[src/rtl/muldiv_pkg.sv]
// Shared op encodings, FSM state codes and default widths for the iterative multiply/divide unit.
package muldiv_pkg;

    localparam int unsigned DW_DEF = 64;
    localparam int unsigned AW_DEF = 5;
    localparam int unsigned XZR    = 31;

    typedef enum logic [2:0] {
        OP_MUL   = 3'd0,
        OP_SMULH = 3'd1,
        OP_UMULH = 3'd2,
        OP_SDIV  = 3'd3,
        OP_UDIV  = 3'd4
    } op_e;

    typedef enum logic [1:0] {
        S_IDLE = 2'd0,
        S_RUN  = 2'd1,
        S_DONE = 2'd2
    } state_e;

endpackage

[src/rtl/muldiv_unit_udiv_step.sv]
// One combinational restoring-division iteration; present only when MULDIV_DIV_EN is defined.
`ifdef MULDIV_DIV_EN
module udiv_step #(
    parameter int unsigned DW = 64
) (
    input  logic [DW-1:0] rem_i,
    input  logic [DW-1:0] quo_i,
    input  logic [DW-1:0] div_i,
    output logic [DW-1:0] rem_o,
    output logic [DW-1:0] quo_o
);

    logic [DW:0] shifted;
    logic [DW:0] diff;

    // Remainder stays below the divisor, so the trial difference fits in DW+1 bits.
    always_comb begin
        shifted = {rem_i, quo_i[DW-1]};
        diff    = shifted - {1'b0, div_i};
        if (diff[DW]) begin
            rem_o = shifted[DW-1:0];
            quo_o = {quo_i[DW-2:0], 1'b0};
        end else begin
            rem_o = diff[DW-1:0];
            quo_o = {quo_i[DW-2:0], 1'b1};
        end
    end

endmodule
`endif

[src/rtl/muldiv_unit.sv]
// Radix-2 iterative MUL/SMULH/UMULH/SDIV/UDIV unit, one result bit per cycle.
// MULDIV_DIV_EN enables the divider; without it SDIV/UDIV return 0 like illegal ops.
module muldiv_unit
    import muldiv_pkg::*;
#(
    parameter int unsigned DW = DW_DEF,
    parameter int unsigned AW = AW_DEF
) (
    input  logic          clk,
    input  logic          reset,
    input  logic          start,
    input  logic [2:0]    op,
    input  logic [DW-1:0] a,
    input  logic [DW-1:0] b,
    input  logic [AW-1:0] rd,
    input  logic          flush,
    output logic          busy,
    output logic          wb_valid,
    output logic [AW-1:0] wb_rd,
    output logic [DW-1:0] wb_data
);

    localparam int unsigned CW = $clog2(DW);

    state_e        state_q, state_d;
    logic [CW-1:0] cnt_q, cnt_d;
    logic [2:0]    op_q, op_d;
    logic          neg_q, neg_d;
    logic [DW-1:0] opnd_q, opnd_d;
    logic [DW-1:0] hi_q, hi_d;
    logic [DW-1:0] lo_q, lo_d;
    logic [DW-1:0] res_q, res_d;
    logic [AW-1:0] rd_q, rd_d;
    logic          busy_q, busy_d;
    logic          wb_valid_q, wb_valid_d;
    logic [AW-1:0] wb_rd_q, wb_rd_d;
    logic [DW-1:0] wb_data_q, wb_data_d;

    logic          accept, is_mul, signed_op;
    logic [DW:0]   mul_sum;
    logic [DW-1:0] mul_hi, mul_lo, fin, a_mag, b_mag;

`ifdef MULDIV_DIV_EN
    logic [DW-1:0] rem_q, rem_d;
    logic          bz_q, bz_d;
    logic          is_div;
    logic [DW-1:0] div_rem, div_quo;

    udiv_step #(.DW(DW)) u_udiv_step (
        .rem_i (rem_q),
        .quo_i (lo_q),
        .div_i (opnd_q),
        .rem_o (div_rem),
        .quo_o (div_quo)
    );

    assign is_div = (op_q == OP_SDIV) || (op_q == OP_UDIV);
`endif

    assign is_mul    = (op_q == OP_MUL) || (op_q == OP_SMULH) || (op_q == OP_UMULH);
    assign signed_op = (op == OP_SMULH) || (op == OP_SDIV);
    assign a_mag     = (signed_op && a[DW-1]) ? -a : a;
    assign b_mag     = (signed_op && b[DW-1]) ? -b : b;

    // Shift-add step: {hi,lo} holds partial product over the remaining multiplier bits.
    always_comb begin
        mul_sum = {1'b0, hi_q} + (lo_q[0] ? {1'b0, opnd_q} : '0);
        mul_hi  = mul_sum[DW:1];
        mul_lo  = {mul_sum[0], lo_q[DW-1:1]};
    end

    // Sign fix-up on the last step; high half of -P is ~hi plus carry when lo is zero.
    always_comb begin
        fin = '0;
        case (op_q)
            OP_MUL:   fin = mul_lo;
            OP_SMULH: fin = neg_q ? (~mul_hi + DW'(mul_lo == '0)) : mul_hi;
            OP_UMULH: fin = mul_hi;
`ifdef MULDIV_DIV_EN
            OP_SDIV:  fin = bz_q ? '0 : (neg_q ? -div_quo : div_quo);
            OP_UDIV:  fin = bz_q ? '0 : div_quo;
`endif
            default:  fin = '0;
        endcase
    end

    always_comb begin
        state_d    = state_q;
        cnt_d      = cnt_q;
        op_d       = op_q;
        neg_d      = neg_q;
        opnd_d     = opnd_q;
        hi_d       = hi_q;
        lo_d       = lo_q;
        res_d      = res_q;
        rd_d       = rd_q;
        wb_valid_d = 1'b0;
        wb_rd_d    = wb_rd_q;
        wb_data_d  = wb_data_q;
`ifdef MULDIV_DIV_EN
        rem_d      = rem_q;
        bz_d       = bz_q;
`endif
        accept     = 1'b0;

        case (state_q)
            S_IDLE: accept = start && !flush;
            S_RUN: begin
                if (flush) begin
                    state_d = S_IDLE;
                    cnt_d   = '0;
                end else begin
                    if (is_mul) begin
                        hi_d = mul_hi;
                        lo_d = mul_lo;
                    end
`ifdef MULDIV_DIV_EN
                    else if (is_div) begin
                        rem_d = div_rem;
                        lo_d  = div_quo;
                    end
`endif
                    if (cnt_q == '0) begin
                        res_d   = fin;
                        state_d = S_DONE;
                    end else begin
                        cnt_d = cnt_q - CW'(1);
                    end
                end
            end
            S_DONE: begin
                wb_valid_d = 1'b1;
                wb_rd_d    = rd_q;
                wb_data_d  = res_q;
                state_d    = S_IDLE;
                accept     = start && !flush;
            end
            default: state_d = S_IDLE;
        endcase

        // Capture operands as magnitudes; the sign is reapplied after the last step.
        if (accept) begin
            state_d = S_RUN;
            cnt_d   = CW'(DW - 1);
            op_d    = op;
            neg_d   = signed_op && (a[DW-1] ^ b[DW-1]);
            lo_d    = a_mag;
            opnd_d  = b_mag;
            hi_d    = '0;
            rd_d    = rd;
`ifdef MULDIV_DIV_EN
            rem_d   = '0;
            bz_d    = (b == '0);
`endif
        end

        busy_d = (state_d == S_RUN);
    end

    always_ff @(posedge clk or negedge reset) begin
        if (!reset) begin
            state_q    <= S_IDLE;
            cnt_q      <= '0;
            op_q       <= '0;
            neg_q      <= 1'b0;
            opnd_q     <= '0;
            hi_q       <= '0;
            lo_q       <= '0;
            res_q      <= '0;
            rd_q       <= '0;
            busy_q     <= 1'b0;
            wb_valid_q <= 1'b0;
            wb_rd_q    <= '0;
            wb_data_q  <= '0;
`ifdef MULDIV_DIV_EN
            rem_q      <= '0;
            bz_q       <= 1'b0;
`endif
        end else begin
            state_q    <= state_d;
            cnt_q      <= cnt_d;
            op_q       <= op_d;
            neg_q      <= neg_d;
            opnd_q     <= opnd_d;
            hi_q       <= hi_d;
            lo_q       <= lo_d;
            res_q      <= res_d;
            rd_q       <= rd_d;
            busy_q     <= busy_d;
            wb_valid_q <= wb_valid_d;
            wb_rd_q    <= wb_rd_d;
            wb_data_q  <= wb_data_d;
`ifdef MULDIV_DIV_EN
            rem_q      <= rem_d;
            bz_q       <= bz_d;
`endif
        end
    end

    assign busy     = busy_q;
    assign wb_valid = wb_valid_q;
    assign wb_rd    = wb_rd_q;
    assign wb_data  = wb_data_q;

endmodule

[config.mk]
export PLATFORM = sky130hd
export DESIGN_NAME = muldiv_unit
export DESIGN_NICKNAME = d
export VERILOG_FILES = /design/src/rtl/muldiv_pkg.sv /design/src/rtl/muldiv_unit_udiv_step.sv /design/src/rtl/muldiv_unit.sv
export SDC_FILE = /design/constraint.sdc
export NUM_CORES = 1
export LEC_CHECK = 0
export BUFFER_PORTS_ARGS = -buffer_cell sky130_fd_sc_hd__buf_4
export CAP_MARGIN = 5
export CORE_UTILIZATION = 55
export CTS_BUF_LIST = sky130_fd_sc_hd__clkbuf_16
export DETAILED_ROUTE_END_ITERATION = 12
export PLACE_DENSITY = 0.84
export SYNTH_ARGS = -nofsm -noshare
export SYNTH_HDL_FRONTEND = slang
export SYNTH_HIERARCHICAL = 1
export SYNTH_SLANG_ARGS = --single-unit
[constraint.sdc]
create_clock -name clk -period 6.3 [get_ports clk]
set_input_delay 1.26 -clock clk [delete_from_list [all_inputs] [get_ports clk]]
set_output_delay 1.26 -clock clk [all_outputs]
set_load 0.05 [all_outputs]
### Word level (Yosys, flattened, before mapping)

Cells that the tools add are included.

| word-level totals | value |
|---|---|
| word-level logic and storage cells | 71 |
| bits in registers | 344 |
| bits of input ports | 140 |
| output and inout port bits | 71 |

| operators by class | value |
|---|---|
| bitwise operators | 3 |
| mux-type cells | 23 |
| add/subtract/negate cells | 5 |
| reductions and logical operators | 18 |
| equality and inequality tests | 9 |

Operator list:

| cell | number |
|---|---|
| 64-bit two-way mux | 12 |
| 64-bit case mux with 3 select lines | 1 |
| 64-bit negation | 2 |
| 64-bit by 64-bit adder with 65-bit output | 1 |
| 64-bit by 1-bit adder with 64-bit output | 1 |
| 64-bit zero test | 1 |
| 64-bit inverter | 1 |
| 6-bit two-way mux | 4 |
| 3-bit by 1-bit == test with 1-bit output (second input constant) | 2 |
| 3-bit by 2-bit == test with 1-bit output (second input constant) | 2 |
| 6-bit zero test | 1 |
| 2-bit two-way mux | 3 |
| 3-bit AND reduction | 2 |
| 6-bit by 1-bit subtractor with 6-bit output (second input constant) | 1 |
| 2-bit by 1-bit == test with 1-bit output (second input constant) | 2 |
| 1-bit logical AND | 4 |
| 2-bit case mux with 2 select lines | 1 |
| 2-bit nonzero test | 2 |
| 3-bit zero test | 1 |
| 1-bit logical OR | 3 |
| 3-bit != test (second input constant) | 1 |
| 2-bit == test (second input constant) | 1 |
| 2-bit zero test | 1 |
| 1-bit two-way mux | 2 |
| other kinds (6) | 6 |

### Depth between registers and ports, before layout

Gate-level depths: netlist (run 1).

| depth | value |
|---|---|
| word-level depth | 7 |
| gate-level depth with buffers | 20 |
| depth with buffers taken out | 17 |

### Worst setup path after synthesis (run 1)

No wires, ideal clock.

| path | value |
|---|---|
| path kind | reg2reg |
| from | register lo_q[0] |
| to | register res_q[54] |
| data required time | 6171 ps |
| slack | 1758 ps |
| data arrival time | 4414 ps |
| setup time | 129 ps |
| path buffers | 1 |
| period minus slack after synthesis | 4542 ps |
| cell stages (with the launch flop) | 18 |
| cell sequence | dfrtp_1 -> clkbuf_1 -> and2_1 -> ha_1 -> inv_1 -> fa_1 -> nand2b_1 -> a211oi_2 -> o21ai_1 -> a2111o_1 -> nor2b_1 -> xnor2_1 -> nand4b_1 -> or3_1 -> or4_4 -> nor4_1 -> mux2i_1 -> a21oi_1 |

| between the ends | value |
|---|---|
| word-level cells in the longest chain between the ends | 6 |
| elaborated cells on any way between the ends | 7 |
| classes of those cells | 2 x add/sub; 3 x mux; 1 x bitwise; 1 x reduce/logical |

RTL lines:

| element | RTL line | text |
|---|---|---|
| from (decl) | muldiv_unit.sv:31 | `logic [DW-1:0] lo_q, lo_d;` |
| from (signal assigned) | muldiv_unit.sv:186 | `lo_q <= lo_d;` |
| 64-bit two-way mux * | muldiv_unit.sv:67 | `mul_sum = {1'b0, hi_q} + (lo_q[0] ? {1'b0, opnd_q} : '0);` |
| 64-bit by 64-bit adder with 65-bit output * | muldiv_unit.sv:67 |  |
| 64-bit zero test / 64-bit inverter (equally long branches) | muldiv_unit.sv:77 | `OP_SMULH: fin = neg_q ? (~mul_hi + DW'(mul_lo == '0)) : mul_hi;` |
| 64-bit by 1-bit adder with 64-bit output | muldiv_unit.sv:77 |  |
| 64-bit two-way mux | muldiv_unit.sv:77 |  |
| 64-bit case mux with 3 select lines * | muldiv_unit.sv:75 | `case (op_q)` |
| to (signal assigned) | muldiv_unit.sv:187 | `res_q <= res_d;` |
| to (decl) | muldiv_unit.sv:32 | `logic [DW-1:0] res_q, res_d;` |

Mark *: on every way between the ends. The rest lies on a longest branch, timed or not.
A chain may end at the register's enable or synchronous reset.

### Final worst setup path (run 1)

| path | value |
|---|---|
| from | register lo_q[0] |
| to | register res_q[62] |

The elaborated chain is that of the path after synthesis.

==> results of run 1 <==
-- synth_stat cells, types with 9 or more instances --
library cell    n
nand2_1       525
dfrtp_1       344
o21ai_0       320
nor2_1        198
a21oi_1       191
clkbuf_1      155
nand3_1       109
xnor2_1        97
xor2_1         93
and2_1         80
a22oi_1        70
ha_1           69
nor3_1         65
nand4_1        43
inv_1          39
or3_1          36
a31oi_1        32
o31ai_1        32
nor4_1         29
a211oi_1       28
a21o_1         27
and3_1         22
buf_2          22
o211ai_1       21
nand2b_1       19
o21ai_1        18
or2_2          18
o21a_1         16
mux2i_1        15
or4_1          14
nor2b_1        13
o21bai_1       13
and4_1         12
o41ai_1        11
o22ai_1        10
a21boi_0        9
a221oi_1        9
a22o_1          9
-- power breakdown --
part           leakage [nW]  total, W  internal (W)  switching, W
sequential             4.56   0.00286       0.00253      0.000330
combinational          6.89   0.00282      0.000980       0.00184
clock                 0.673   0.00234       0.00136      0.000981
total                  12.1   0.00802       0.00487       0.00315
-- metal layers --
| metal | wire, um | up-vias |
|---|---|---|
| met2 | 39600 | 1077 |
| met5 | 31 | - |
| met3 | 5740 | 250 |
| li1 | - | 11100 |
| met1 | 33300 | 11700 |
| met4 | 4400 | 4 |
-- layout make-up --
class | instances | area share
multi-input cells | 2438 | 0.534
flip-flops and latches | 344 | 0.315
repair buffers | 252 | 0.0709
clock buffers | 40 | 0.0366
well taps | 585 | 0.0268
clock inverters | 33 | 0.0107
inverters | 42 | 0.00577
-- per-stage QoR --
stage	power (W)	hold WS, ns	utilization
after floorplan	0.00466	0.438	-
after CTS	0.00798	0.470	0.633
after global routing	0.00838	0.491	0.633
after global placement	0.00555	0.451	0.603
after detailed placement	0.00563	0.458	0.603
final	0.00802	0.471	0.633
-- final timing paths --
kind | from | endpoint | slack [ns]
worst min-delay path | rd_q[3] | wb_rd[3] | 0.47
worst min register to register | rd_q[3] | wb_rd[3] | 0.47
worst max register to register | lo_q[0] | res_q[62] | 0.44
min in group asynchronous | reset | opnd_q[4] | 0.78
worst max-delay path | lo_q[0] | res_q[62] | 0.44
max in group asynchronous | reset | wb_data[41] | 4.22
-- worst max-delay path: cells and delay by family, from the launching register on --
kind	cells	cell delay [ns]
AND/OR/NAND/NOR	8	3.23
AO/OA/AOI/OAI	3	0.93
buffers and inverters	1	0.41
flip-flops	1	0.34
adder cells (fa/ha/maj)	1	0.47
XOR/XNOR	1	0.31
-- state kept, by name, summed over array words and instances (netlist names) --
name / flops
hi_q: 64
lo_q: 64
opnd_q: 64
res_q: 64
wb_data: 64
cnt_q: 6
rd_q: 5
wb_rd: 5
op_q: 3
state_q: 2
busy: 1
neg_q: 1
wb_valid: 1
-- logic make-up after synthesis --
group	count (synthesis)	synth area share
flops	344	0.357
simple gates	1226	0.242
buf+inv	235	0.0403
xor+xnor	190	0.0689
fa+ha+maj	70	0.0366
mux	15	0.00622
compound gates	937	0.249
==> summary.txt, run 1 <==
Layout
  – Area of the multi-input gates: approximately 15000 sq um
  – Area Overhead vs Synth: 13.2%
  – Final instance area: between 20000 and 30000 sq um
  – Final Non-Filler Cells: 3734
  – Most common cell after layout, fill and taps aside: nand2_1
  – Fillcell total: ~3900
  – Register area: ~8600 sq um
  – Layout cells sized above 1: 0.123
  – # nets final: 3328
  – Commonest non-fill, non-tap cells in the layout: nand2_1 (522), dfrtp_1 (344), o21ai_0 (320)
  – ANT cells: 0

Synthesis
  – Yosys cell types: 105
  – Mapped Cells: 3017
  – Async set-reset flop share out of synthesis: 1.00
  – EDFF count, synth: 0
  – Largest cells by area after synthesis: dfrtp_1 (36%), nand2_1 (8.2%), o21ai_0 (6.6%)
  – Post-synth top area cell: dfrtp_1
  – Synth top area share: 0.357
  – Main flop type after synthesis: dfrtp_1
  – Syn_nets: around 3200
  – Netlist Area Pre-Place: 24100 sq um
  – Synthesis Warnings: 6
  – Syn_area_per_cell: 8.00 sq um
  – Yosys reg bits: roughly 340
  – Register area share after synthesis: 0.357

STA
  – Setup TNS: 0 ns
  – Setup ws final: about 0.44 ns
  – RSZ-0062 raised after global routing: no
  – Crit share post-route: 0.930
  – Fmax: around 170 MHz
  – Worst rel slew slack: 0.209
  – Final Skew: 0.0189 ns
  – # setup viols final: 0
  – Worst Max-Slew Pin Slew: 1.18 ns
  – Final Slew Violations: 0
  – Final min period: a little under 6 ns
  – Final Hold Viols: 0

Clocking
  – Clock buffer count from CTS: 40
  – Clock Sinks: between 300 and 400
  – CTS resizes: 0
  – Bufs on Longest Clock Path: 3
  – CTS H-tree lvls: 2
  – Hold buffer count at CTS: 0
  – Clock transition at path regs: roughly 0.060 ns
  – Clk root buf: clkbuf_16
  – Clock latency at the later pin of the worst-skew pair: 0.57 ns
  – CTS tree: done
  – Setup repair bufs after CTS: 0

Drt
  – Antenna-violating nets left: 0
  – Iter 0 DRT Violations: 2652
  – # DRC: 0
  – Drt total wl: 83100 um
  – Vias post-DR: 24100
  – WL/cell: approximately 22 um
  – Initial DRT Pass Iterations: 6
  – DR vias/cell: roughly 6.5

Critical path
  – Critical-path maximum fanout: 64
  – Worst path cell trace: buf_4 -> nand2_1 -> fa_1 -> nand2b_1 -> a211oi_2 -> nand2b_1 -> xnor2_1 -> nand4_1 -> or4_1 -> nor3_1 -> nand4_1 -> or3_1 -> o2111ai_1 -> o211ai_2
  – Nature of the critical path endpoint: flip-flop
  – Largest stage delay on the critical path: 0.65 ns
  – Critical Path RT: about 6.7 ns
  – Worst Path Arrival: 6.28 ns
  – Critical path launch point type: flip-flop
  – Setup CP Type: flip-flop to flip-flop
  – Max stage delay cell, worst path: nand4_1
  – Worst R2R Path Depth: 14

Placed design
  – Placed Area: between 20000 and 30000 sq um
  – Place WS: between 0.5 and 0.6 ns
  – DP Cell Count: 3661
  – Routability cong.: 0.979
  – Port Buffer Count: between 200 and 250
  – Hpwl dp: between 60000 and 70000 um

Worst hold path
  – WHS Path Cells: 2
  – Worst Hold Class: flip-flop to flip-flop

Run status
  – Outcome: completed

GRT
  – Most used routing layer: met2
  – Largest net degree at the start of global routing: between 200 and 250
  – Number of antenna violations at the first check in global routing: 2
  – Remaining global-route overflow: 0
  – Met3 Use GR: 0.0623
  – GR Util met2: 0.609
  – Vias in the first global route: 23400
  – Grt met1 use: 0.460
  – First-pass GRT wire length: ~130000 um
  – Gr usage total: 0.368

Pwr
  – Power per cell area: 294 nW/um^2
  – VDD IR max: 0.227 mV
  – Pleak: 12.1 nW

Floorplanning
  – Site Rows: 76
  – Die height: approximately 210 um
  – Die area: around 45000 sq um
  – Die width: 212 um
  – Num ports: 211
  – CORE AREA: ~43000 sq um
  – Initial Util: 0.559

Job
  – MaxCap Viol Count: 0
Note: power is estimated with default switching activity, not from simulation.
==> inputs of run 2 (changes only) <==
- CORE_UTILIZATION: 55 -> 40
- PLACE_DENSITY: 0.84 -> 0.67
==> summary.txt, run 2 (synthesis results as in run 1) <==
STA
  – Final Skew: approximately 0.023 ns
  – # setup viols final: 0
  – Setup TNS: 0 ns
  – Worst Max-Slew Pin Slew: around 1.3 ns
  – RSZ-0062 raised after global routing: no
  – Final Slew Violations: 0
  – Final Hold Viols: 0
  – Final min period: 5.45 ns
  – Crit share post-route: 0.865
  – Fmax: about 180 MHz
  – Worst rel slew slack: 0.108

Layout
  – Fillcell total: 5881
  – Layout cells sized above 1: 0.123
  – ANT cells: 0
  – Area Overhead vs Synth: 14.4%
  – # nets final: about 3300
  – Most common cell after layout, fill and taps aside: nand2_1
  – Commonest non-fill, non-tap cells in the layout: nand2_1 (522), dfrtp_1 (344), o21ai_0 (320)
  – Final Non-Filler Cells: ~3900

Clocking
  – Bufs on Longest Clock Path: 3
  – Clk root buf: clkbuf_16
  – Clock Sinks: approximately 340
  – CTS H-tree lvls: 2
  – Setup repair bufs after CTS: 0
  – CTS tree: done
  – Hold buffer count at CTS: 0
  – Clock transition at path regs: 0.06 ns
  – CTS resizes: 0
  – Clock buffer count from CTS: 39
  – Clock latency at the later pin of the worst-skew pair: 0.57 ns

Critical path
  – Critical Path RT: around 6.8 ns
  – Worst Path Arrival: ~5.9 ns
  – Critical path buffers and inverters: 1
  – Delay-heaviest family, CP: compound AO/OA/AOI/OAI gates
  – Critical-path maximum fanout: 64
  – Max stage delay cell, worst path: a2111oi_2
  – Nature of the critical path endpoint: flip-flop
  – Setup CP Type: flip-flop to flip-flop
  – Critical path launch point type: flip-flop
  – Worst path cell trace: buf_4 -> nand2_1 -> fa_1 -> nand2b_1 -> a211oi_2 -> o21ai_1 -> a2111o_1 -> a21oi_2 -> xor2_1 -> a2111oi_2 -> and4_1 -> nand3_1 -> o2111a_1 -> a211o_1
  – Largest stage delay on the critical path: about 0.59 ns

Floorplanning
  – Die area: a little over 60000 sq um
  – Site Rows: 89
  – Initial Util: 0.407
  – CORE AREA: approximately 60000 sq um
  – Die height: between 200 and 250 um
  – Num ports: between 200 and 250
  – Die width: between 200 and 250 um

Pwr
  – Power per cell area: 292 nW/um^2
  – Pleak: 12.1 nW
  – VDD IR max: 0.156 mV

Drt
  – DR vias/cell: between 5 and 6
  – Vias post-DR: between 20000 and 25000
  – Antenna-violating nets left: 0
  – WL/cell: 21.0 um
  – # DRC: 8
  – Drt total wl: about 82000 um
  – Iter 0 DRT Violations: 2211
  – Initial DRT Pass Iterations: 12

GRT
  – Vias in the first global route: approximately 22000
  – Number of antenna violations at the first check in global routing: 1
  – First-pass GRT wire length: about 130000 um
  – Largest net degree at the start of global routing: 131
  – Remaining global-route overflow: 0
  – Gr usage total: 0.264

Placed design
  – Hpwl dp: 62000 um
  – Routability cong.: approximately 1.0
  – Port Buffer Count: 210
  – DP Cell Count: approximately 3900

Job
  – MaxCap Viol Count: 0

Worst hold path
  – Worst Hold Class: flip-flop to flip-flop

Run status
  – Outcome: complete, but fails checks
  – Failing checks: design-rule violations
## run 2: where the power goes
part	total, W	internal [W]	switching, W
sequential	0.00286	0.00252	0.000331
combinational	0.00279	0.000980	0.00181
clock	0.00242	0.00146	0.000961
total	0.00807	0.00496	0.00311
## run 2: routing by layer
metal  vias to the layer above  global-route usage  part of all wire
met5                         -                   0           0.00021
met4                         2               0.133             0.051
met3                       222              0.0424             0.065
met2                       826               0.446              0.48
met1                     11100               0.325              0.40
li1                      11100                   -                 -
## run 2: tightest hold or removal path: stages (launching register included)
cell     delay (ns)
dfrtp_1        0.34
nand2_1        0.05
nand2_1        0.05
## run 2: final timing paths
path                          start         end  slack (ns)  cells past startpoint
max in group asynchronous     reset    hi_q[52]        4.34                      2
min in group asynchronous     reset  opnd_q[11]        0.74                      1
min reg2reg                res_q[2]  wb_data[2]        0.46                      2
max                         lo_q[0]   res_q[57]        0.85                     14
max reg2reg                 lo_q[0]   res_q[57]        0.85                     14
min                        res_q[2]  wb_data[2]        0.46                      2
## run 2: final cells by class
cell class | count | area [sq um] | share of cell area
Tap cell | 773 | 967 | 0.0350
Multi-Input combinational cell | 2438 | 14600 | 0.528
Sequential cell | 344 | 8610 | 0.312
Timing Repair Buffer | 253 | 1940 | 0.0704
Inverter | 42 | 158 | 0.00571
Clock buffer | 39 | 976 | 0.0353
Clock inverter | 30 | 367 | 0.0133
## run 2: per-stage QoR
step	utilization	total power, W	area, sq um	hold slack (ns)	setup slack [ns]
3_5_place_dp	0.443	0.00564	26300	0.451	0.900
2_1_floorplan	-	0.00466	24100	0.438	1.76
3_3_place_gp	0.443	0.00561	26300	0.450	0.990
5_1_grt	0.465	0.00849	27600	0.491	0.403
4_1_cts	0.465	0.00807	27600	0.466	0.875
6_report	0.465	0.00807	27600	0.463	0.848
